## src/rtl/imem_load_ctrl.sv

```systemverilog
// imem_load_ctrl: streams host instruction words into instruction memory while holding the core in reset
module imem_load_ctrl #(
  parameter int IMEM_ADDR_WIDTH = 9,
  parameter int FLUSH_CYCLES    = 4
) (
  input  logic                       clk,
  input  logic                       reset,
  input  logic                       host_start,
  input  logic [IMEM_ADDR_WIDTH-1:0] host_base_addr,
  input  logic                       host_halt,
  input  logic                       host_run,
  input  logic                       host_wvalid,
  input  logic [31:0]                host_wdata,
  input  logic                       host_wlast,
  output logic                       host_wready,
  output logic                       host_busy,
  output logic                       host_done,
  output logic                       host_err,
  output logic [IMEM_ADDR_WIDTH:0]   words_loaded,
  output logic                       imem_prog_we,
  output logic [IMEM_ADDR_WIDTH-1:0] imem_prog_addr,
  output logic [31:0]                imem_prog_wdata,
  output logic                       core_reset,
  output logic                       core_enable
);
  localparam int AW = IMEM_ADDR_WIDTH;
  localparam int FW = $clog2(FLUSH_CYCLES);
  localparam logic [AW:0] DEPTH = {1'b1, {AW{1'b0}}};
  localparam logic [FW-1:0] FLUSH_LOAD = FW'(FLUSH_CYCLES - 1);
  typedef enum logic [1:0] {HALT, LOAD, FLUSH, RUN} state_t;
  state_t        state_q, state_d;
  logic [AW-1:0] ptr_q, ptr_d, addr_q, addr_d;
  logic [AW:0]   cnt_q, cnt_d;
  logic [FW-1:0] fcnt_q, fcnt_d;
  logic [31:0]   wdata_q, wdata_d;
  logic          we_q, we_d, err_q, err_d, done_q, done_d, accept;
  assign accept = host_wvalid && state_q == LOAD;
  always_comb begin
    state_d = state_q;
    ptr_d   = ptr_q;
    cnt_d   = cnt_q;
    err_d   = err_q;
    fcnt_d  = fcnt_q;
    addr_d  = addr_q;
    wdata_d = wdata_q;
    we_d    = 1'b0;
    done_d  = 1'b0;
    case (state_q)
      HALT, RUN: begin
        if (host_start) begin
          state_d = LOAD;
          ptr_d   = host_base_addr;
          cnt_d   = '0;
          err_d   = 1'b0;
        end else if (state_q == HALT && host_run) begin
          state_d = FLUSH;
          fcnt_d  = FLUSH_LOAD;
        end else if (state_q == RUN && host_halt) begin
          state_d = HALT;
        end
      end
      LOAD: begin
        if (accept) begin
          if (cnt_q == DEPTH) begin
            err_d = 1'b1;
          end else begin
            we_d    = 1'b1;
            addr_d  = ptr_q;
            wdata_d = host_wdata;
            ptr_d   = ptr_q + 1'b1;
            cnt_d   = cnt_q + 1'b1;
          end
          if (host_wlast) begin
            state_d = FLUSH;
            fcnt_d  = FLUSH_LOAD;
          end
        end
      end
      default: begin
        state_d = fcnt_q == '0 ? RUN : FLUSH;
        done_d  = fcnt_q == '0;
        fcnt_d  = fcnt_q == '0 ? fcnt_q : fcnt_q - 1'b1;
      end
    endcase
  end
  always_ff @(posedge clk) begin
    if (reset) begin
      state_q <= HALT;
      ptr_q   <= '0;
      cnt_q   <= '0;
      err_q   <= 1'b0;
      fcnt_q  <= '0;
      addr_q  <= '0;
      wdata_q <= '0;
      we_q    <= 1'b0;
      done_q  <= 1'b0;
    end else begin
      state_q <= state_d;
      ptr_q   <= ptr_d;
      cnt_q   <= cnt_d;
      err_q   <= err_d;
      fcnt_q  <= fcnt_d;
      addr_q  <= addr_d;
      wdata_q <= wdata_d;
      we_q    <= we_d;
      done_q  <= done_d;
    end
  end
  assign host_wready     = state_q == LOAD;
  assign host_busy       = state_q == LOAD || state_q == FLUSH;
  assign host_done       = done_q;
  assign host_err        = err_q;
  assign words_loaded    = cnt_q;
  assign imem_prog_we    = we_q;
  assign imem_prog_addr  = addr_q;
  assign imem_prog_wdata = wdata_q;
  assign core_reset      = state_q != RUN;
  assign core_enable     = state_q == RUN;
endmodule

```

## config.mk

```make
export PLATFORM = sky130hd
export DESIGN_NAME = imem_load_ctrl
export DESIGN_NICKNAME = d
export VERILOG_FILES = /design/src/rtl/imem_load_ctrl.sv
export SDC_FILE = /design/constraint.sdc
export NUM_CORES = 1
export LEC_CHECK = 0
export CAP_MARGIN = 20
export CELL_PAD_IN_SITES_DETAIL_PLACEMENT = 1
export CELL_PAD_IN_SITES_GLOBAL_PLACEMENT = 2
export CORE_MARGIN = 1
export CORE_UTILIZATION = 27
export DETAILED_ROUTE_END_ITERATION = 10
export GPL_ROUTABILITY_DRIVEN = 0
export PLACE_DENSITY_LB_ADDON = 0.05
export RECOVER_POWER = 100
export SETUP_SLACK_MARGIN = 0.5
export SYNTH_ARGS = -nofsm -noshare
export SYNTH_HDL_FRONTEND = slang
export SYNTH_SLANG_ARGS = --single-unit
```

## constraint.sdc

```tcl
create_clock -name clk -period 6.17 [get_ports clk]
set_input_delay 1.234 -clock clk [delete_from_list [all_inputs] [get_ports clk]]
set_output_delay 1.234 -clock clk [all_outputs]
set_load 0.1 [all_outputs]
```

Word level (Yosys, flattened, before mapping)
Index checks and enable logic that the tools add are counted.
W data, S select, Z words.
{"block": "classes", "n_bitwise": 3, "add_sub_neg": 3, "reduce_logical": 15, "muxes": 26, "eq_ne": 14}
{"operator": "$mux W10", "n": 3}
{"operator": "$mux W9", "n": 3}
{"operator": "$mux W2", "n": 10}
{"operator": "$pmux W10 S2", "n": 1}
{"operator": "$pmux W9 S2", "n": 1}
{"operator": "$ne A2 B2 Y1 const B", "n": 6}
{"operator": "$add A10 B1 Y10 const B", "n": 1}
{"operator": "$eq A10 B10 Y1 const B", "n": 1}
{"operator": "$add A9 B1 Y9 const B", "n": 1}
{"operator": "$pmux W2 S2", "n": 2}
{"operator": "$reduce_and A4 Y1", "n": 2}
{"operator": "$reduce_and A3 Y1", "n": 2}
{"operator": "$mux W1", "n": 5}
{"operator": "$reduce_and A5 Y1", "n": 1}
{"operator": "$eq A2 B2 Y1 const B", "n": 2}
{"operator": "$logic_not A2 Y1", "n": 2}
{"operator": "$ne A2 B1 Y1 const B", "n": 2}
{"operator": "$ne A4 B4 Y1 const B", "n": 1}
{"operator": "$reduce_or A4 Y1", "n": 1}
{"operator": "$logic_and A1 B1 Y1", "n": 3}
{"operator": "$ne A3 B2 Y1 const B", "n": 1}
{"operator": "$not A1 Y1", "n": 3}
{"operator": "$reduce_or A3 Y1", "n": 1}
{"operator": "$eq A2 B1 Y1 const B", "n": 1}
{"operator": "other kinds (5)", "n": 5}
{"block": "word_totals", "output_inout_bits": 58, "regBits": 67, "word_cells": 70}

Logic depth before layout (Yosys ltp)
{"block": "depth", "ltp_word": 6, "depth_mapped": 8, "ltp_nobuf": 6}

Worst setup path before layout
Ideal clock, no wire load.
{"block": "synth_timing", "kind": "register to output", "from": "register state_q[0]", "to": "output port core_reset", "t_required_ns": 4.936, "arrival_time_ns": 1.908, "path_stages_with_launch": 3, "path_buffers": 0, "path_slack_ns": 3.028, "path_cell_list": "dfxtp_1 ha_1 inv_1"}
{"block": "synth_via", "elab_chain_cells": 1}
{"item": "start, declared", "line_no": "31", "text": "state_t state_q, state_d;"}
{"item": "start signal, assigned", "line_no": "98", "text": "state_q <= state_d;"}
{"item": "$ne A2 B2 Y1", "line_no": "117", "text": "assign core_reset = state_q != RUN;"}
{"item": "end, declared", "line_no": "23", "text": "output logic core_reset,"}
Every way passes these cells.

Worst setup path in the final report
{"block": "layout_timing", "from": "register state_q[0]", "to": "output port host_busy"}
{"block": "layout_via", "elab_chain_cells": 2, "elab_cells_between_ends": 3}
{"item": "$eq A2 B1 Y1 / $eq A2 B2 Y1 (equally long branches)", "line_no": "110", "text": "assign host_busy = state_q == LOAD || state_q == FLUSH;"}
{"item": "$logic_or A1 B1 Y1 *", "line_no": "110"}
{"item": "end, declared", "line_no": "16", "text": "output logic host_busy,"}
Every way passes the cells marked *; elsewhere a longest branch is shown, timed or not.

==> impl_metrics.toml <==
[run_status]
status = "complete, but fails checks"
violations = "max-capacitance violations, max-slew violations"

[placed_design]
place_area_um2 = 4230
dp.cells = 593
place_hpwl_um = 6870
place_ws_ps = 2660
numPortBuffers = 105

[critical_path]
cp_slowest_cell = "dlygate4sd3_1"
crit_fanout = 7
cpPeakStageDelay_ps = 1250
r2r.worst_path.cells = 7
worst_setup_path_end_kind = "output pin"
worstPathArrival_ps = 2570
crit_cells = 3
critPathKind = "register to output pin"
start_kind = "register"
crit_family = "buffers and inverters"
crit_chain = "inv_1 -> ha_1 -> dlygate4sd3_1"
cp.buffers_inverters = 2
worstPathRequired_ps = 4940

[floorplanning]
pin_count = 106
rows = 38
fp.coreArea_um2 = 11000
die_w_um = 109
start_util_pct = 28.2
fp.dieH_um = 109
die-area_um2 = 11900

[global_routing]
use_met3_pct = 3.23
grt_pass1_wl_um = 15800
grtUsageMet2_pct = 27.4
grtUsageMet1_pct = 23.3
top_usage_layer = "met2"
antenna_found_initial = 0
grt_max_degree = 48
grt_pass1_vias = 3035
globalRouteTotalUtil_pct = 17.5
overflow = 0

[min_path]
hold_depth = 2
hold_path_class = "register to register"

[logic_synthesis]
synth_xor_area_share_pct = 0
synthCells = 368
ys.warnings.count = 0
synth_top_family_by_area = "compound AO/OA/AOI/OAI gates"
syn_avg_cell_area_um2 = 8.40
ys_seq_elements = 67
synth_nets = 426
syn_area_um2 = 3090
synthSimpleGateAreaFrac_pct = 22.2
synth_compound_area_share_pct = 23.9
synthAdderAreaFrac_pct = 4.05
synth-seq-area-share_pct = 43.4
synth_mux_area_share_pct = 1.01
yosysUniqueCellTypes = 50

[final_layout]
nNetsFinal = 523
fill_cells = 1312
final_core_util_pct = 40.7
diodes = 0
stdcell_area_um2 = 4470
area_growth_pct = 44.5
finalNonFillerCells = 609
drive_gt1_share_pct = 5.76

[cts]
clockBufferDepth = 2
cts_setup_buffers = 0
cts_root_buf = "clkbuf_16"
cts_buffers = 9
insertion_delay_ps = 330
cts_sinks = 67
clkTransAtPathRegs_ps = 50
cts_hold_buf = 0
cts_resized = 0
htree_num_levels = 3
cts_tree = "yes"

[sta]
setup_ws_ps = 2370
fin_crit_ps = 3800
setup_viol = 0
finClkSkew_ps = 4.13
fmax_mhz = 263
hold_ws_ps = 449
final_hold_viol_count = 0
min_period_over_period_pct = 61.6
slew_headroom_pct = -29.6
slew_violations = 43
worst_slew_pin_slew_ps = 1940
fin_setup_tns_ps = 0
rsz0062_at_grt = "no"

[pwr]
power.internal_mw = 1.00
power_frac_clock_pct = 25.1
power_leakage_nw = 1.69
irDropWorstVdd_uv = 279
p_comb_share_pct = 45.1
switching_power_mw = 0.838
power_density_nw_per_um2 = 413
pwr-share-seq_pct = 29.9
sw_frac_of_total_pct = 45.5
total_power_mw = 1.84

[detailed_routing]
vias = 3052
ant_nets = 0
drtIter0Drc = 103
drcViolationCount = 0
drt_wl_total_um = 9880
first_pass_iters = 4
via_per_inst = 5.01
routedWlPerCell_um = 16.2

[run]
max-cap-violations = 1
[flip-flops by register name, indices dropped and copies added (netlist names)]
register,flops
imem_prog_addr,9
imem_prog_wdata,32
host_done,1
ptr_q,9
fcnt_q,2
state_q,2
host_err,1
words_loaded,10
imem_prog_we,1
[layout make-up]
| class | count | area (um^2) | share of cell area [%] |
|---|---|---|---|
| Timing Repair Buffer | 109 | 1070 | 23.9 |
| Sequential cell | 67 | 1340 | 30.0 |
| Clock inverter | 2 | 12.5 | 0.280 |
| Inverter | 13 | 48.8 | 1.09 |
| Clock buffer | 13 | 250 | 5.60 |
| Tap cell | 140 | 175 | 3.92 |
| Multi-Input combinational cell | 265 | 1570 | 35.2 |
[metal layers]
layer | vias up | routed length (um)
li1 | 1517 | -
met1 | 1464 | 4770
met2 | 62 | 4620
met3 | 9 | 353
met4 | 0 | 139
met5 | - | 0
[path summary, 6_finish.rpt]
path | startpoint | end | slack (ps)
worst max-delay path | state_q[0]$_SDFFE_PP0P_ | host_busy | 2370
worst min-delay path | imem_prog_wdata[13]$_SDFFE_PP0P_ | imem_prog_wdata[13]$_SDFFE_PP0P_ | 450
worst max register to register | state_q[1]$_SDFFE_PP0P_ | words_loaded[5]$_SDFFE_PP0P_ | 2650
worst min register to register | imem_prog_wdata[13]$_SDFFE_PP0P_ | imem_prog_wdata[13]$_SDFFE_PP0P_ | 450
[cells by family (layout without fill, tap and decap cells)]
family / Yosys count / count (layout)
fa+ha+maj: 10 / 10
mux: 3 / 3
flops: 67 / 67
compound gates: 105 / 105
simple gates: 147 / 147
buf+inv: 36 / 137
[synthesized netlist by cell type (all sizes together)]
cell,n,share of area [%]
clkinv,1,0.12
a211o,2,0.57
a21oi,50,8.9
nor4,7,1.9
a311oi,4,1.3
nand3,11,1.8
nand2b,2,0.40
and2,1,0.20
nand3b,1,0.24
ha,10,4.0
nor2b,1,0.20
a41oi,1,0.28
o221a,1,0.36
dfxtp,67,43
o22ai,1,0.20
or4b,1,0.44
nor4bb,1,0.32
or3,5,1.0
nor3,8,1.3
a21o,1,0.24
nand2,95,12
mux2i,2,0.65
inv,12,1.5
buf,6,1.7
o41ai,1,0.28
o311ai,4,1.7
o31ai,6,1.5
nor3b,3,0.73
o21a,2,0.49
a211oi,4,0.97
o21ai,10,1.6
nor2,2,0.24
a22o,1,0.28
o211a,1,0.32
or4,1,0.24
nand4,7,1.4
mux2,1,0.36
nor4b,1,0.28
a32o,11,3.6
clkbuf,17,2.1
a21bo,2,0.65
o2bb2ai,1,0.28
a31oi,2,0.40
[worst register-to-register path, cell delays in order (launching register included)]
cell	delay [ps]
dfxtp_1	340
inv_1	130
ha_1	570
clkinv_1	680
o21ai_0	940
nor3_1	250
clkbuf_1	250
a32o_1	250
[cells in the final DEF, fill, tap and decap left out, types with 3 or more instances in the layout]
cell type and count:
o311ai_0 4, ha_1 10, a21oi_2 5, nor4_1 6
a211oi_1 4, a21oi_1 45, nand3_1 11, inv_1 12
o21ai_0 10, a311oi_1 3, clkbuf_1 5, nand4_1 7
nand2_1 95, nor3b_1 3, dfxtp_1 67, nor3_1 8
or3_1 5, clkdlybuf4s50_1 43, o31ai_1 6, a32o_1 11
dlygate4sd3_1 61, clkbuf_16 9
[power groups by stage]
stage,combinational [mW],clock (mW),sequential (mW)
floorplan,0.446,0,0.757
global placement,0.846,0,0.558
detailed placement,0.858,0,0.561
CTS,0.861,0.482,0.552
global route,0.902,0.496,0.559
finish,0.831,0.462,0.550
No activity file was read; power rests on OpenSTA's default activity.
